===== config.mk =====
export PLATFORM = sky130hd
export DESIGN_NAME = mul_param
export DESIGN_NICKNAME = d
export VERILOG_FILES = /design/src/rtl/mul_param_pkg.sv /design/src/rtl/hs_rx.sv /design/src/rtl/mul_param.sv
export SDC_FILE = /design/constraint.sdc
export NUM_CORES = 1
export LEC_CHECK = 0
export BUFFER_PORTS_ARGS = -buffer_cell sky130_fd_sc_hd__buf_2
export CAP_MARGIN = 20
export CELL_PAD_IN_SITES_DETAIL_PLACEMENT = 1
export CELL_PAD_IN_SITES_GLOBAL_PLACEMENT = 2
export CORE_UTILIZATION = 35
export CTS_CLUSTER_DIAMETER = 200
export DETAILED_ROUTE_END_ITERATION = 7
export PLACE_DENSITY = 0.8
export RECOVER_POWER = 25
export SKIP_LAST_GASP = 1
export SYNTH_ARGS = -nofsm -noshare
export SYNTH_HDL_FRONTEND = slang
export SYNTH_SLANG_ARGS = --single-unit

===== constraint.sdc =====
create_clock -name clock -period 3.2 [get_ports clock]
set_clock_uncertainty 0.05 [all_clocks]
set_input_delay 0.64 -clock clock [delete_from_list [all_inputs] [get_ports clock]]
set_output_delay 0.64 -clock clock [all_outputs]
set_load 0.05 [all_outputs]

===== src/rtl/mul_param_pkg.sv =====
// Shared types and sizing helpers for the handshaked shift-add multiplier.
package mul_param_pkg;

   // Control FSM states: collect operands, iterate, present result.
   typedef enum logic [1:0] {
      WAIT_OPS = 2'd0,
      MUL      = 2'd1,
      OUT      = 2'd2
   } state_t;

   // Width of an iteration counter that must be able to hold the value w.
   function automatic int cnt_width(input int w);
      return $clog2(w + 1);
   endfunction

endpackage


===== src/rtl/hs_rx.sv =====
// One receive channel: single-entry operand buffer with a data-available /
// ready-for-data handshake. The full flag is cleared by the consumer (clr_i)
// once the operand has been copied out, after which the channel re-opens as
// soon as the sender has released dav_n_i.
module hs_rx
   import mul_param_pkg::*;
#(
   parameter int W = 8
) (
   input  logic         clock,
   input  logic         reset,
   input  logic [W-1:0] data_i,
   input  logic         dav_n_i,
   input  logic         clr_i,
   output logic         rfd_o,
   output logic         full_o,
   output logic [W-1:0] buf_o
);

   logic         rfd_q;
   logic         rfd_d;
   logic         full_q;
   logic         full_d;
   logic [W-1:0] buf_q;
   logic [W-1:0] buf_d;
   logic         take_s;

   // Next-state logic: capture on an open channel, clear on consume, re-open
   // only when the sender is idle and the buffer has been drained.
   always_comb begin
      take_s = rfd_q & ~dav_n_i;
      buf_d  = buf_q;
      full_d = full_q;
      rfd_d  = rfd_q;
      if (take_s) begin
         buf_d  = data_i;
         full_d = 1'b1;
         rfd_d  = 1'b0;
      end else begin
         if (clr_i) begin
            full_d = 1'b0;
         end else begin
            full_d = full_q;
         end
         if (!rfd_q && dav_n_i && !full_q) begin
            rfd_d = 1'b1;
         end else begin
            rfd_d = rfd_q;
         end
      end
   end

   // Channel state registers with synchronous reset to an open, empty channel.
   always_ff @(posedge clock) begin
      if (reset) begin
         rfd_q  <= 1'b1;
         full_q <= 1'b0;
         buf_q  <= '0;
      end else begin
         rfd_q  <= rfd_d;
         full_q <= full_d;
         buf_q  <= buf_d;
      end
   end

   assign rfd_o  = rfd_q;
   assign full_o = full_q;
   assign buf_o  = buf_q;

endmodule


===== src/rtl/mul_param.sv =====
// Handshaked W x W multiplier. Two hs_rx channels buffer the operands; a
// three-state FSM loads them into a serial shift-add datapath (one partial
// product per cycle) and presents the 2W-bit product until acknowledged.
// Signed mode multiplies magnitudes and applies the sign at the end, so the
// most-negative squared case fits without overflow.
module mul_param
   import mul_param_pkg::*;
#(
   parameter int W      = 8,
   parameter int SIGNED = 0
) (
   input  logic           clock,
   input  logic           reset,
   input  logic [W-1:0]   x,
   input  logic           dav1_,
   output logic           rfd1,
   input  logic [W-1:0]   y,
   input  logic           dav2_,
   output logic           rfd2,
   output logic [2*W-1:0] m,
   output logic           ok,
   input  logic           ack
);

   localparam int            CW   = cnt_width(W);
   localparam logic [CW-1:0] ITER = CW'(W);

   // Channel interface
   logic           full1_s;
   logic           full2_s;
   logic [W-1:0]   buf1_s;
   logic [W-1:0]   buf2_s;
   logic           load_s;

   // Operand conditioning
   logic [W-1:0]   mag1_s;
   logic [W-1:0]   mag2_s;
   logic           sgn_s;

   // Datapath and control state
   state_t         state_q;
   state_t         state_d;
   logic [2*W-1:0] acc_q;
   logic [2*W-1:0] acc_d;
   logic [2*W-1:0] mcand_q;
   logic [2*W-1:0] mcand_d;
   logic [W-1:0]   mplier_q;
   logic [W-1:0]   mplier_d;
   logic [CW-1:0]  cnt_q;
   logic [CW-1:0]  cnt_d;
   logic           neg_q;
   logic           neg_d;
   logic [2*W-1:0] m_q;
   logic [2*W-1:0] m_d;
   logic           ok_q;
   logic           ok_d;

   hs_rx #(.W(W)) u_rx1 (
      .clock   (clock),
      .reset   (reset),
      .data_i  (x),
      .dav_n_i (dav1_),
      .clr_i   (load_s),
      .rfd_o   (rfd1),
      .full_o  (full1_s),
      .buf_o   (buf1_s)
   );

   hs_rx #(.W(W)) u_rx2 (
      .clock   (clock),
      .reset   (reset),
      .data_i  (y),
      .dav_n_i (dav2_),
      .clr_i   (load_s),
      .rfd_o   (rfd2),
      .full_o  (full2_s),
      .buf_o   (buf2_s)
   );

   // Operand magnitudes and result sign; raw operands in unsigned mode.
   // Negating -2^(W-1) yields the same bit pattern, which read unsigned is
   // exactly the required magnitude 2^(W-1).
   always_comb begin
      mag1_s = buf1_s;
      mag2_s = buf2_s;
      sgn_s  = 1'b0;
      if (SIGNED != 0) begin
         sgn_s = buf1_s[W-1] ^ buf2_s[W-1];
         if (buf1_s[W-1]) begin
            mag1_s = ~buf1_s + W'(1);
         end else begin
            mag1_s = buf1_s;
         end
         if (buf2_s[W-1]) begin
            mag2_s = ~buf2_s + W'(1);
         end else begin
            mag2_s = buf2_s;
         end
      end else begin
         sgn_s = 1'b0;
      end
   end

   // Control FSM next-state and datapath update. MUL spends W cycles adding
   // partial products plus one cycle (counter == W) to register the result,
   // giving W+2 edges from the later capture to ok.
   always_comb begin
      state_d  = state_q;
      acc_d    = acc_q;
      mcand_d  = mcand_q;
      mplier_d = mplier_q;
      cnt_d    = cnt_q;
      neg_d    = neg_q;
      m_d      = m_q;
      ok_d     = ok_q;
      load_s   = 1'b0;
      case (state_q)
         WAIT_OPS: begin
            if (full1_s && full2_s) begin
               load_s   = 1'b1;
               acc_d    = '0;
               mcand_d  = {{W{1'b0}}, mag1_s};
               mplier_d = mag2_s;
               cnt_d    = '0;
               neg_d    = sgn_s;
               state_d  = MUL;
            end else begin
               state_d  = WAIT_OPS;
            end
         end
         MUL: begin
            if (cnt_q == ITER) begin
               if (neg_q) begin
                  m_d = ~acc_q + {{(2*W-1){1'b0}}, 1'b1};
               end else begin
                  m_d = acc_q;
               end
               ok_d    = 1'b1;
               state_d = OUT;
            end else begin
               if (mplier_q[0]) begin
                  acc_d = acc_q + mcand_q;
               end else begin
                  acc_d = acc_q;
               end
               mcand_d  = mcand_q << 1;
               mplier_d = mplier_q >> 1;
               cnt_d    = cnt_q + CW'(1);
               state_d  = MUL;
            end
         end
         OUT: begin
            if (ack) begin
               ok_d    = 1'b0;
               state_d = WAIT_OPS;
            end else begin
               ok_d    = 1'b1;
               state_d = OUT;
            end
         end
         default: begin
            ok_d    = 1'b0;
            state_d = WAIT_OPS;
         end
      endcase
   end

   // Control and datapath registers; reset discards any operation in flight.
   always_ff @(posedge clock) begin
      if (reset) begin
         state_q  <= WAIT_OPS;
         acc_q    <= '0;
         mcand_q  <= '0;
         mplier_q <= '0;
         cnt_q    <= '0;
         neg_q    <= 1'b0;
         m_q      <= '0;
         ok_q     <= 1'b0;
      end else begin
         state_q  <= state_d;
         acc_q    <= acc_d;
         mcand_q  <= mcand_d;
         mplier_q <= mplier_d;
         cnt_q    <= cnt_d;
         neg_q    <= neg_d;
         m_q      <= m_d;
         ok_q     <= ok_d;
      end
   end

   assign m  = m_q;
   assign ok = ok_q;

endmodule


# After elaboration in Yosys (flattened, before gate mapping)
# Index checks and enable logic that the tools add are counted.
dict set report totals {
  reg_bits 83
  latchBits 0
  ram_bits 0
  rom_bits 0
  memories 0
}
dict set report classes {
  add_sub_neg 2
  multipliers 0
  n_div 0
  magnitude_cmp 0
  n_eq_ne 7
  n_shift 0
  muxes 29
  n_bitwise 5
  n_reduce_logical 19
}
# op n
set ops {}
lappend ops {{16-bit two-way mux} 5}
lappend ops {{16-bit one-hot mux with 2 select lines} 2}
lappend ops {{16-bit adder} 1}
lappend ops {{8-bit two-way mux} 2}
lappend ops {{8-bit one-hot mux with 2 select lines} 1}
lappend ops {{1-bit two-way mux} 12}
lappend ops {{2-bit nonzero test} 5}
lappend ops {{4-bit two-way mux} 2}
lappend ops {{2-bit != test (second input constant)} 4}
lappend ops {{4-bit one-hot mux with 2 select lines} 1}
lappend ops {{2-bit one-hot mux with 3 select lines} 1}
lappend ops {{1-bit logical AND} 5}
lappend ops {{4-bit by 1-bit adder with 4-bit output (second input constant)} 1}
lappend ops {{4-bit equality test (second input constant)} 1}
lappend ops {{1-bit logical NOT} 4}
lappend ops {{2-bit two-way mux} 2}
lappend ops {{2-bit AND reduction} 2}
lappend ops {{4-bit AND reduction} 1}
lappend ops {{1-bit NOT} 3}
lappend ops {{1-bit one-hot mux with 3 select lines} 1}
lappend ops {{3-bit AND reduction} 1}
lappend ops {{1-bit AND} 2}
lappend ops {{2-bit by 1-bit equality test with 1-bit output (second input constant)} 1}
lappend ops {{2-bit equality test (second input constant)} 1}
lappend ops {{2-bit logical NOT} 1}

# Depth between registers and ports, before layout
dict set report logic_depth {
  ltp_word 5
  mapped_depth 10
}

# Hierarchy
# From an unflattened synthesis, not the netlist that was laid out.
dict set report hier_totals {
  cells_unflattened 462
  hier_area_um2 4121.5
}
# module instances cells_per_inst area_per_inst_um2 seq_area_each_um2
set by_module_without_submodules {}
lappend by_module_without_submodules {mul_param 1 380 3185.6 1261.2}
lappend by_module_without_submodules {hs_rx 2 41 467.9 200.2}

# Worst setup path before layout
# OpenSTA, ideal clock, no wires.
dict set report synth_path {
  path_type {register to register}
  start {register acc_q[0]}
  end {register acc_q[14]}
  setup_time_ns 0.117
  arrival_ns 2.066
  setup_slack_ns 0.967
  stages_incl_launch_ff 11
  n_path_buf 0
  cell_sequence {dfxtp_1 -> ha_1 -> inv_1 -> fa_1 -> and2b_1 -> o31ai_1 -> a211oi_2 -> nor2_1 -> o31ai_1 -> xor2_1 -> a22o_1}
}
dict set report synth_between {
  elab_chain_len 4
}
# element line_no
set synth_lines {}
lappend synth_lines {{from (decl)} mul_param.sv:43} ;# logic [2*W-1:0] acc_q;
lappend synth_lines {{from (signal assigned)} mul_param.sv:172} ;# acc_q <= '0;
lappend synth_lines {{from (signal assigned)} mul_param.sv:181} ;# acc_q <= acc_d;
lappend synth_lines {{16-bit adder} mul_param.sv:142} ;# acc_d = acc_q + mcand_q;
lappend synth_lines {{16-bit two-way mux} mul_param.sv:141} ;# if (mplier_q[0]) begin
lappend synth_lines {{16-bit two-way mux} mul_param.sv:132} ;# if (cnt_q == ITER) begin
lappend synth_lines {{16-bit one-hot mux with 2 select lines} mul_param.sv:117} ;# case (state_q)
# No other way between the ends. The select of a mux whose other input is x is not followed.
# A chain may end at the register's enable or synchronous reset.

# Worst setup path in the final report
dict set report layout_path {
  start {input port reset}
  end {register mcand_q[4]}
}
# element line_no
set layout_lines {}
lappend layout_lines {{from (decl)} mul_param.sv:13} ;# input logic reset,
lappend layout_lines {{to (signal assigned)} mul_param.sv:182} ;# mcand_q <= mcand_d;
lappend layout_lines {{to (decl)} mul_param.sv:45} ;# logic [2*W-1:0] mcand_q;
# No word-level cell between the ends.

==> summary.md <==
| Metric | Value |
|---|---|
| Outcome | `finished, violations left` |
| Failing checks | `max-capacitance violations, max-slew violations` |
| Ys flop type | `dfxtp_1` |
| Comb pwr share | `~6.6%` |
| Synth warn | `0` |
| Clock power share | `40.0%` |
| Port bufs | `39` |
| Post-synthesis register bit count | `between 80 and 90` |
| Routability cong. | `0.799` |
| Gate Count Post-Synth | `443` |
| Slew headroom | `-28.5%` |
| Post-CTS Setup Repair Bufs | `0` |
| Clock Latency Late Sink | `0.37 ns` |
| Via count | `between 3k and 4k` |
| Largest net degree at the start of global routing | `40` |
| Placeable Area | `10400 sq um` |
| Max Freq | `around 380 MHz` |
| DRT Wirelength | `9.37 mm` |
| Initial antenna violation count | `0` |
| Starting Density | `36.5%` |
| Sinks on Clock Net | `83` |
| Period utilization | `81.5%` |
| Initial DRC count | `76` |
| Hold Vio Cnt, Final | `0` |
| CTS buffer count | `9` |
| All-Layer GR Usage | `roughly 18%` |
| CTS tree | `built` |
| Finished Core Util | `a little over two fifths` |
| Cts hold-fix bufs | `0` |
| Die ar. | `between 10000 and 15000 sq um` |
| DRC Markers | `0` |
| FFs w/ async S/R, synth | `0%` |
| Wire per inst | `about 15 microns` |
| Antenna-violating nets left | `0` |
| Post-synth top area share | `43.7%` |
| Area Growth Syn to Fin | `14.1%` |
| RSZ-0062 raised after global routing | `no` |
| Synth area leaders | `dfxtp_1 (44%), nand2_1 (8.0%), a21oi_1 (7.2%)` |
| Min Clock Period, post-route | `between 2 and 3 ns` |
| Worst Setup Start Kind | `primary input` |
| Number of enable flip-flop cells after synthesis | `0` |
| Post-DP HPWL | `6.75 mm` |
| Critical path fanouts, max | `39` |
| CTS clock-pin slew for the worst setup and hold paths | `0.10 ns` |
| Internal | `1480 uW` |
| Power Dens Cells | `464 nW/um^2` |
| WP data required | `3.37 ns` |
| Leading area contributor after synthesis | `dfxtp_1` |
| Setup_tns | `0 ns` |
| Worst endpoint data arrival time | `2.78 ns` |
| P_sw | `535 uW` |
| Crit Path Class | `in -> reg` |
| Vias per inst | `slightly above 5` |
| Ports | `40` |
| Max VDD drop | `0.178 mV` |
| Clock buffer depth | `2` |
| Share of layout cells above drive strength 1 | `13.6%` |
| Multi-input gate area | `2020 sq um` |
| Diode count | `0` |
| Drt first pass iters | `4` |
| Die X | `~110 microns` |
| Area occupied by registers | `1660 sq um` |
| Die height | `about 110 microns` |
| Pleak | `0.00170 uW` |
| Commonest non-fill, non-tap cell in the layout | `dfxtp_1` |
| H-Tree Depth | `3` |
| Final Setup Violations | `0` |
| Hold WC Path Type | `reg -> reg` |
| Cell Area, Synth | `between 3000 and 4000 sq um` |
| Post-synthesis average cell area | `~8.6 sq um` |
| Post_cts resized | `0` |
| Vias in the first global route | `3235` |
| GR Overflow Total | `0` |
| Sw frac | `26.6%` |
| Sequential fraction of the synthesis area | `43.7%` |
| Commonest non-fill, non-tap cells in the layout | `dfxtp_1 (83), nand2_1 (81), a21oi_1 (55)` |
| Mapped Nets | `486` |
| Endpoint type of the worst setup path | `flop` |
| Flop pwr share | `between 50% and 60%` |
| # fillers | `1252` |
| Num rows | `37` |
| Measured slew at the worst slew-check pin | `1.93 ns` |
| First-pass GRT wire length | `15.9 mm` |
| Total design power | `2010 uW` |
| Number of distinct library cells after synthesis | `47` |
| Root Driver | `clkbuf_8` |
| Final Net Count | `522` |
| Final Slew Violations | `40` |
| MaxCap Viol Count | `1` |
power groups by stage:
stage / Clock (uW) / Sequential, uW / Combinational (uW)
4_1_cts: 836 / 1080 / 136
3_3_place_gp: 0 / 1100 / 131
3_5_place_dp: 0 / 1100 / 136
2_1_floorplan: 0 / 1100 / 91.0
5_1_grt: 888 / 1080 / 151
6_report: 806 / 1080 / 133
stage by stage:
stage	hold slack, ns	setup slack [ns]	std cells	area, sq um
after floorplan	0.382	0.967	443	3800
after global placement	0.387	0.755	604	4140
after detailed placement	0.399	0.672	604	4140
after CTS	0.414	0.657	620	4350
after global routing	0.428	0.351	620	4340
final	0.410	0.591	620	4340
path summary, 6_finish.rpt:
| kind | slack [ns] | to | cells after the start | start |
|---|---|---|---|---|
| max | 0.59 | mcand_q[4]$_SDFFE_PP0P_ | 3 | reset |
| min | 0.41 | m[15]$_SDFFE_PP0P_ | 2 | m[15]$_SDFFE_PP0P_ |
| max reg2reg | 0.68 | acc_q[14]$_SDFFE_PP0P_ | 10 | mcand_q[0]$_SDFFE_PP0P_ |
| min reg2reg | 0.41 | m[15]$_SDFFE_PP0P_ | 2 | m[15]$_SDFFE_PP0P_ |
cell families after synthesis:
kind of cell             synth area share, %
AO/OA/AOI/OAI                           22.1
XOR/XNOR                                2.30
adder cells (fa/ha/maj)                 7.44
buffers and inverters                   3.32
flip-flops                              43.7
multiplexers                            3.95
AND/OR/NAND/NOR                         17.2
cell usage after synthesis (2+ instances only):
master	instances
nor2b_1	5
a21oi_1	55
nand4_1	2
nand2_1	81
nand2b_1	5
nand3_1	7
inv_1	11
a22o_1	6
a21o_1	5
xor2_1	5
o21ai_1	2
nor2_1	46
clkbuf_1	17
a22oi_1	9
o21a_1	6
mux2i_1	15
nor3_1	5
buf_2	2
a211oi_1	17
ha_1	21
buf_1	2
dfxtp_1	83
o21ai_0	4
a32oi_1	3
xnor2_1	5
o31ai_1	3
worst max-delay path, cell delays in order:
cell and delay (ns):
clkbuf_1 1.35, clkbuf_1 0.68, a211oi_1 0.10
area by class of cell:
type	count	area share, %
Multi-Input combinational cell	327	46.5
Timing Repair Buffer	46	5.45
Clock inverter	7	1.93
Clock buffer	9	2.86
Inverter	12	1.04
Tap cell	136	3.92
Sequential cell	83	38.3
sequential cells by signal, indices dropped and copies added (netlist names):
name	flops
u_rx2.full_o	1
cnt_q	4
u_rx1.full_o	1
mplier_q	8
ok	1
u_rx1.rfd_o	1
m	16
state_q	2
acc_q	16
mcand_q	16
u_rx2.buf_o	8
u_rx1.buf_o	8
u_rx2.rfd_o	1
layer usage:
layer  GRT usage (%)  part of all wire (%)
met2            29.6                    47
met5               0                     0
met4            4.76                  0.91
met3            3.49                   2.4
met1            23.7                    50
Note: power is estimated with default switching activity, not from simulation.
